## config.mk

```make
export PLATFORM = sky130hd
export DESIGN_NAME = i2c_sda_engine
export DESIGN_NICKNAME = d
export VERILOG_FILES = /design/src/rtl/i2c_sda_engine.sv
export SDC_FILE = /design/constraint.sdc
export NUM_CORES = 1
export LEC_CHECK = 0
export CORE_MARGIN = 1
export CORE_UTILIZATION = 50
export CTS_BUF_LIST = sky130_fd_sc_hd__clkbuf_4
export CTS_CLUSTER_SIZE = 40
export DETAILED_ROUTE_END_ITERATION = 8
export PLACE_DENSITY = 0.77
export SYNTH_ARGS = -nofsm -noshare
export SYNTH_HDL_FRONTEND = slang
export SYNTH_SLANG_ARGS = --single-unit
export TNS_END_PERCENT = 5
```

## constraint.sdc

```tcl
create_clock -name clk -period 1.98 [get_ports clk]
set_input_delay 0.198 -clock clk [delete_from_list [all_inputs] [get_ports clk]]
set_output_delay 0.198 -clock clk [all_outputs]
set_load 0.02 [all_outputs]
```

## src/rtl/i2c_sda_engine.sv

```systemverilog
// Bit-level SDA engine for the I2C master.
// Runs one bus command at a time: START, STOP, byte WRITE with an ACK check,
// or byte READ that answers with ACK or NACK.
// SDA is driven or sampled at fixed phase points of the SCL generator's count_ctrl.
module i2c_sda_engine #(
  parameter int T_LOW  = 6,
  parameter int T_HIGH = 4
) (
  input  logic       clk,
  input  logic       rst_n,
  input  logic       abort,
  input  logic       cmd_valid,
  input  logic [2:0] cmd,
  output logic       cmd_ready,
  input  logic [7:0] tx_data,
  input  logic [6:0] count_ctrl,
  input  logic       sda_in,
  output logic       sda_oe,
  output logic [7:0] rx_data,
  output logic       rx_valid,
  output logic       ack_rcvd,
  output logic       done,
  output logic       arb_lost,
  output logic       busy
);

  // Phase points within one SCL period (one slot).
  localparam logic [6:0] PH_DRV = 7'(T_LOW / 2);
  localparam logic [6:0] PH_SMP = 7'(T_LOW + T_HIGH / 2);
  localparam logic [6:0] PH_END = 7'(T_LOW + T_HIGH - 1);

  localparam logic [2:0] CMD_START     = 3'b001;
  localparam logic [2:0] CMD_STOP      = 3'b010;
  localparam logic [2:0] CMD_WRITE     = 3'b011;
  localparam logic [2:0] CMD_READ_ACK  = 3'b100;
  localparam logic [2:0] CMD_READ_NACK = 3'b101;

  typedef enum logic [2:0] {
    ST_IDLE  = 3'd0,
    ST_ALIGN = 3'd1,
    ST_START = 3'd2,
    ST_STOP  = 3'd3,
    ST_WR    = 3'd4,
    ST_RD    = 3'd5
  } state_t;

  state_t      state_r;
  logic [2:0]  pend_cmd_r;
  logic [7:0]  tx_shreg_r;
  logic [7:0]  rx_shreg_r;
  logic [3:0]  bit_cnt_r;
  logic        rd_ack_r;

  logic        at_zero_s;
  logic        at_drv_s;
  logic        at_smp_s;
  logic        at_end_s;
  logic        last_slot_s;

  // Only codes 001..101 are real commands; the rest are never accepted.
  function automatic logic cmd_legal(input logic [2:0] c);
    return (c >= CMD_START) && (c <= CMD_READ_NACK);
  endfunction

  // Working state that carries out a given command code.
  function automatic state_t cmd_state(input logic [2:0] c);
    case (c)
      CMD_START:     return ST_START;
      CMD_STOP:      return ST_STOP;
      CMD_WRITE:     return ST_WR;
      CMD_READ_ACK:  return ST_RD;
      CMD_READ_NACK: return ST_RD;
      default:       return ST_IDLE;
    endcase
  endfunction

  assign at_zero_s   = (count_ctrl == 7'd0);
  assign at_drv_s    = (count_ctrl == PH_DRV);
  assign at_smp_s    = (count_ctrl == PH_SMP);
  assign at_end_s    = (count_ctrl == PH_END);
  assign last_slot_s = (bit_cnt_r == 4'd8);

  // Command sequencer: accept, align to slot 0, run the slots, and pulse the outputs.
  always_ff @(posedge clk or negedge rst_n) begin
    if (!rst_n) begin
      state_r    <= ST_IDLE;
      pend_cmd_r <= 3'b000;
      tx_shreg_r <= 8'h00;
      rx_shreg_r <= 8'h00;
      bit_cnt_r  <= 4'd0;
      rd_ack_r   <= 1'b0;
      cmd_ready  <= 1'b1;
      busy       <= 1'b0;
      sda_oe     <= 1'b0;
      rx_data    <= 8'h00;
      rx_valid   <= 1'b0;
      ack_rcvd   <= 1'b0;
      done       <= 1'b0;
      arb_lost   <= 1'b0;
    end else begin
      done     <= 1'b0;
      rx_valid <= 1'b0;
      arb_lost <= 1'b0;
      if (abort) begin
        state_r   <= ST_IDLE;
        bit_cnt_r <= 4'd0;
        sda_oe    <= 1'b0;
        cmd_ready <= 1'b1;
        busy      <= 1'b0;
      end else begin
        case (state_r)
          ST_IDLE: begin
            if (cmd_valid && cmd_legal(cmd)) begin
              pend_cmd_r <= cmd;
              tx_shreg_r <= tx_data;
              rd_ack_r   <= (cmd == CMD_READ_ACK);
              bit_cnt_r  <= 4'd0;
              cmd_ready  <= 1'b0;
              busy       <= 1'b1;
              if (at_zero_s) begin
                // Slot 0 starts on the accept edge itself.
                state_r <= cmd_state(cmd);
                if (cmd == CMD_START) begin
                  sda_oe <= 1'b0;
                end
              end else begin
                state_r <= ST_ALIGN;
              end
            end
          end
          ST_ALIGN: begin
            if (at_zero_s) begin
              state_r <= cmd_state(pend_cmd_r);
              if (pend_cmd_r == CMD_START) begin
                sda_oe <= 1'b0;
              end
            end
          end
          ST_START: begin
            if (at_smp_s) begin
              sda_oe <= 1'b1;
            end
            if (at_end_s) begin
              state_r   <= ST_IDLE;
              done      <= 1'b1;
              cmd_ready <= 1'b1;
              busy      <= 1'b0;
            end
          end
          ST_STOP: begin
            if (at_drv_s) begin
              sda_oe <= 1'b1;
            end
            if (at_smp_s) begin
              sda_oe <= 1'b0;
            end
            if (at_end_s) begin
              state_r   <= ST_IDLE;
              done      <= 1'b1;
              cmd_ready <= 1'b1;
              busy      <= 1'b0;
            end
          end
          ST_WR: begin
            if (at_drv_s) begin
              sda_oe <= last_slot_s ? 1'b0 : ~tx_shreg_r[7];
            end
            if (at_smp_s && last_slot_s) begin
              ack_rcvd <= ~sda_in;
            end
            // Released SDA read back low means another master owns the bus.
            if (at_smp_s && !last_slot_s && !sda_oe && !sda_in) begin
              arb_lost  <= 1'b1;
              sda_oe    <= 1'b0;
              state_r   <= ST_IDLE;
              bit_cnt_r <= 4'd0;
              cmd_ready <= 1'b1;
              busy      <= 1'b0;
            end else if (at_end_s) begin
              if (last_slot_s) begin
                state_r   <= ST_IDLE;
                bit_cnt_r <= 4'd0;
                done      <= 1'b1;
                cmd_ready <= 1'b1;
                busy      <= 1'b0;
              end else begin
                tx_shreg_r <= {tx_shreg_r[6:0], 1'b0};
                bit_cnt_r  <= bit_cnt_r + 4'd1;
              end
            end
          end
          ST_RD: begin
            if (at_drv_s) begin
              sda_oe <= last_slot_s ? rd_ack_r : 1'b0;
            end
            if (at_smp_s && !last_slot_s) begin
              rx_shreg_r <= {rx_shreg_r[6:0], sda_in};
            end
            if (at_end_s) begin
              if (last_slot_s) begin
                sda_oe    <= 1'b0;
                rx_data   <= rx_shreg_r;
                rx_valid  <= 1'b1;
                done      <= 1'b1;
                state_r   <= ST_IDLE;
                bit_cnt_r <= 4'd0;
                cmd_ready <= 1'b1;
                busy      <= 1'b0;
              end else begin
                bit_cnt_r <= bit_cnt_r + 4'd1;
              end
            end
          end
          default: begin
            state_r   <= ST_IDLE;
            bit_cnt_r <= 4'd0;
            sda_oe    <= 1'b0;
            cmd_ready <= 1'b1;
            busy      <= 1'b0;
          end
        endcase
      end
    end
  end

endmodule
```

==> Word level (Yosys, flattened, before mapping) <==
Cells that the tools add are included.
{ "op_classes": {"addsub": 1, "n_lt_le_gt_ge": 2, "eq_ne": 34, "n_mux": 64, "bitwise": 3, "n_reduce_logical": 25} }
{ "op_table": {"columns": ["op", "count"], "rows": [
  ["1-bit 2-to-1 mux", 38],
  ["8-bit 2-to-1 mux", 4],
  ["3-bit 2-to-1 mux", 8],
  ["3-bit one-hot mux with 4 select lines", 2],
  ["4-bit 2-to-1 mux", 5],
  ["3-bit by 2-bit == test with 1-bit output (second input constant)", 6],
  ["3-bit == test (second input constant)", 6],
  ["3-bit inequality test (second input constant)", 6],
  ["4-bit one-hot mux with 4 select lines", 1],
  ["8-bit one-hot mux with 2 select lines", 1],
  ["3-bit one-hot mux with 5 select lines", 1],
  ["3-bit AND reduction", 5],
  ["7-bit by 4-bit == test with 1-bit output (second input constant)", 2],
  ["2-bit inequality test (second input constant)", 5],
  ["1-bit one-hot mux with 5 select lines", 2],
  ["3-bit by 1-bit == test with 1-bit output (second input constant)", 3],
  ["4-bit inequality test (second input constant)", 2],
  ["8-bit AND reduction", 1],
  ["7-bit by 2-bit == test with 1-bit output (second input constant)", 1],
  ["7-bit zero test", 1],
  ["1-bit logical AND", 6],
  ["1-bit one-hot mux with 6 select lines", 1],
  ["6-bit AND reduction", 1],
  ["2-bit OR reduction", 3],
  ["other kinds (14)", 18]
]} }
{ "totals": {"reg_bits": 42, "inputBits": 23, "out_inout_bits": 15, "word_cells": 143} }

==> Depth between registers and ports, before layout <==
{ "logic_depth": {"depth_word": 8, "depth_mapped": 8, "depth_no_buf": 7} }

==> Worst setup path after synthesis <==
OpenSTA, ideal clock, no wires.
{ "synth_timing": {"path_type": "register to register", "startpoint": "register bit_cnt_r[0]", "endpoint": "register tx_shreg_r[1]", "setup_ns": 0.125, "arrival_ns": 1.719, "t_required_ns": 1.855, "setup_slack_ns": 0.136, "path_stages_with_launch": 8, "path_buffers": 0, "period_less_slack_ns": 1.844, "cell_sequence": "dfrtp_1 > inv_1 > ha_1 > nand3b_2 > nand4_1 > nand2_2 > a21oi_4 > mux2_4"} }
{ "synth_between": {"elab_chain_len": 7, "elab_cells_between_ends": 8, "cone_classes": "3 x eq/ne; 5 x reduce/logical"} }
{ "synth_rtl": {"columns": ["element", "line_no", "rtl"], "rows": [
  ["from (decl)", "51", "logic [3:0] bit_cnt_r;"],
  ["from (signal assigned)", "188", "bit_cnt_r <= bit_cnt_r + 4'd1;"],
  ["from (signal assigned)", "210", "bit_cnt_r <= bit_cnt_r + 4'd1;"],
  ["4-bit == test *", "81", "assign last_slot_s = (bit_cnt_r == 4'd8);"],
  ["1-bit zero test", "172", "if (at_smp_s && !last_slot_s && !sda_oe && !sda_in) begin"],
  ["1-bit logical AND (3 in a row)", "172", null],
  ["2-bit inequality test (no source line)", null, null],
  ["6-bit AND reduction (no source line) *", null, null],
  ["to (signal assigned)", "115", "tx_shreg_r <= tx_data;"],
  ["to (signal assigned)", "187", "tx_shreg_r <= {tx_shreg_r[6:0], 1'b0};"],
  ["to (decl)", "49", "logic [7:0] tx_shreg_r;"]
]} }
Mark *: on every way between the ends. The rest lies on a longest branch, timed or not.
A chain may end at the register's enable or synchronous reset.

==> Worst setup path in the final report <==
{ "layout_timing": {"startpoint": "register state_r[2]", "endpoint": "register tx_shreg_r[3]"} }
{ "layout_between": {"elab_chain_len": 3, "elab_cells_between_ends": 9, "cone_classes": "5 x eq/ne; 1 x mux; 3 x reduce/logical"} }
{ "layout_rtl": {"columns": ["element", "line_no", "rtl"], "rows": [
  ["from (decl)", "47", "state_t state_r;"],
  ["from (signal assigned)", "122", "state_r <= cmd_state(cmd);"],
  ["from (signal assigned)", "133", "state_r <= cmd_state(pend_cmd_r);"],
  ["3-bit == test or 3-bit zero test (tied branches)", "111", "case (state_r)"],
  ["2-bit inequality test (no source line) or 2-bit nonzero test (tied branches)", null, null],
  ["6-bit AND reduction (no source line)", null, null]
]} }
Parallel ways exist; a longest one is shown, timed or not.

==> metrics.cfg <==
[sta]
rsz0062_at_grt = false
finalSetupTns_ns = 0
setup_viol_count_final = 0
worst_slack_ns = 0.153
fmax_mhz = 547
drv_slew = 0
max-slew-margin-rel = 0.653
worstMarginPinSlew_ns = 0.520
hold_violations = 0
fin_skew_ns = 0.00946
min_period_over_period = 0.923
period_needed_ns = 1.83
hold_ws_ns = 0.377

[flow_run]
maxCapViolCount = 0

[clock_network]
cts_resized = 0
htreeDepth = 2
clk_pin_slew_ns = 0.13
cts_setup_buffers = 0
worstSkewPairLatency_ns = 0.37
clock-sinks = 42
cts.path.max_buffers = 2
cts_root_buf = clkbuf_4
tritoncts = yes
cts_made_buffers = 5

[grt]
first_global_vias = 1815
grt_pass1_wl_mm = 8.36
grt_max_degree = 43
grt_overflow_total = 0
track_usage = 0.218
antenna_found_initial = 0

[final_layout]
n_antenna_cell = 0
syn2layout_area_growth_pct = 29.3
seq_area_sq_mm = 0.00105
fin_cells = 332
n_fill_cell = 365
stdcell_area_sq_mm = 0.00303
fin_nets = 304
multi_input_comb_area_sq_mm = 0.00121
drive_gt1_frac = 0.300

[worst_setup_path]
critPathMaxFanout = 8
crit_path_max_incr_delay_ns = 0.49
crit_path_end_kind = flop
reg2reg_to = tx_shreg_r[3]
rr_startpoint = state_r[2]
timing_worst_setup_path_type = flop to flop
critPathLaunch = state_r[2]
crit_end = tx_shreg_r[3]
cp.depth = 6
cp.arrival_ns = 2.09
rrSetupSlack_ns = 0.15
startpoint_type = flop
path_cells = nor2b_1, nand2_1, a21oi_2, a21oi_4, buf_12, mux2_4
cp_top_family = simple AND/OR/NAND/NOR gates
crit_slowest_cell = dfrtp_1
rr_worst_depth = 6
cp.required_ns = 2.25
path_buf_inv = 1

[placement]
place_hpwl_mm = 3.60
port_buffers = 37
gp_congestion = 0.872
placed_cells = 323
place_ws_ns = -0.107
place_area_sq_mm = 0.00296

[die]
initial_utilization = 0.527
ioPinCount = 38
core_area_sq_mm = 0.00444
die_w_um = 70.5
die_area_sq_mm = 0.00496
die-height_um = 70.5
fp-row-count = 24

[routing]
drc = 10
vias_per_cell = 5.66
dr_total_vias = 1878
drt_iter0_markers = 166
wl_mm = 4.85
wl_per_cell_um = 14.6
drtAntennaViolNets = 0
dr.pass1.iters = 6

[logic_synthesis]
synth_edf_count = 0
ys_types = 59
synthCells = 213
synth_area_leaders = dfrtp_1 44%, mux2_2 12%, mux2_4 4.5%
syn_area_sq_mm = 0.00234
synth_area_per_cell_sq_um = 11.0
synth_top_area_share = 0.438
synth.yosys.seq_area_share = 0.449
yosys.area.top_type = dfrtp_1
ys_ff_latch = 42
yosys_warnings = 0
synth_nets = 238
synth_flop_cell = dfrtp_1
synthArstFlopShare = 1.00

[worst_hold_path]
hp-class = input pin to flop

[run_status]
status = finished, violations left
violations = design-rule violations

[power_and_ir_drop]
sw_frac_of_total = 0.312
vdd_ir_drop_max_mv = 0.520
power.switching_w = 0.000688
share_comb_of_total_power = 0.298
seq_power_share = 0.506
powerDensity_mw_per_mm2 = 729
power.internal_w = 0.00152
p_clk_frac = 0.197
p_leak_nw = 1.35

## cells by family (layout without fill, tap and decap cells)
kind of cell | count (synthesis) | in the layout | share of synthesized area
AOI/OAI and AO/OA | 42 | 42 | 0.126
xor gates and xnor gates | 2 | 2 | 0.00748
adders and majority gates | 2 | 2 | 0.0107
buffers and inverters | 15 | 82 | 0.0336
DFF | 42 | 42 | 0.449
muxes | 32 | 32 | 0.165
and+or+nand+nor | 78 | 78 | 0.208
## power groups by stage
stage               logic [W]  clock network (W)  registers [W]
floorplan            0.000418                  0        0.00111
global placement     0.000640                  0        0.00113
detailed placement   0.000655                  0        0.00113
CTS                  0.000659           0.000445        0.00112
global route         0.000727           0.000494        0.00114
finish               0.000657           0.000434        0.00112
## metrics by stage
step	power, W	util
floorplan	0.00153	-
global placement	0.00177	0.666
detailed placement	0.00179	0.666
CTS	0.00222	0.682
global route	0.00236	0.682
finish	0.00221	0.682
## placed cells by master (no fill, tap or decap), types with 2 or more instances in the layout
cell and count:
dfrtp_1 41, clkdlybuf4s50_1 36, buf_4 26, mux2_2 24
nand2_1 14, nand3_1 10, o21ai_0 9, nor2_1 8
inv_1 7, a21oi_1 7, nor3_1 7, mux2_4 7
nand4_1 6, clkbuf_4 5, nor2b_1 4, nor3b_1 3
and3b_1 3, and2_1 3, a311oi_1 3, nand2b_1 3
o22ai_1 3, or3_1 2, a41oi_1 2, a21bo_2 2
o21a_1 2, xnor2_1 2, ha_1 2, buf_12 2
## worst min-delay path, delay by kind of cell
| family | cells | cell delay, ns |
|---|---|---|
| compound gates | 1 | 0.06 |
| simple gates | 1 | 0.06 |
| buf+inv | 1 | 0.40 |
## worst min path at each step
stage	endpoint	depth (start not counted)	from	slack (ns)
2_1_floorplan	ack_rcvd	0	rst_n	-0.1
3_3_place_gp	bit_cnt_r[0]	2	rst_n	0.29
3_5_place_dp	bit_cnt_r[1]	2	rst_n	0.30
4_1_cts	tx_shreg_r[0]	3	tx_data[0]	0.38
5_1_grt	tx_shreg_r[0]	3	tx_data[0]	0.38
6_report	tx_shreg_r[0]	3	tx_data[0]	0.38
## sequential cells by signal (all words and copies together) (netlist names)
name / count
arb_lost: 1
rx_valid: 1
cmd_ready: 1
rx_shreg_r: 8
ack_rcvd: 1
rd_ack_r: 1
rx_data: 8
busy: 1
sda_oe: 1
tx_shreg_r: 8
bit_cnt_r: 4
pend_cmd_r: 3
state_r: 3
done: 1
## synthesized netlist by cell type, types with 3 or more instances
library cell,count
and3b_1,3
nand3_1,10
o21ai_0,9
a311oi_1,3
nor3b_1,3
nand4_1,6
mux2_4,7
mux2_2,24
clkbuf_1,3
and2_1,3
inv_1,7
dfrtp_1,41
nor2_1,8
nor3_1,7
nor2b_1,4
a21oi_1,7
nand2b_1,3
nand2_1,14
o22ai_1,3
## layout make-up
class	count	share of cell area
Sequential cell	42	0.347
Tap cell	52	0.0215
Multi-Input combinational cell	156	0.400
Inverter	8	0.00991
Clock buffer	5	0.0124
Clock inverter	3	0.00702
Timing Repair Buffer	66	0.202
## repair_timing
| action | 4_1_cts | 5_1_grt |
|---|---|---|
| hold buffers | 1 | 0 |
| endpoints found under the hold margin | 41 | 0 |
| setup endpoints to repair | 0 | 0 |
## metal layers
layer,track usage,vias to the layer above,wire length (um)
met5,0,-,0
met4,0.0975,0,88
met3,0.0433,7,232
met2,0.333,53,2220
met1,0.299,902,2310
li1,-,916,-
No activity file was read; power rests on OpenSTA's default activity.
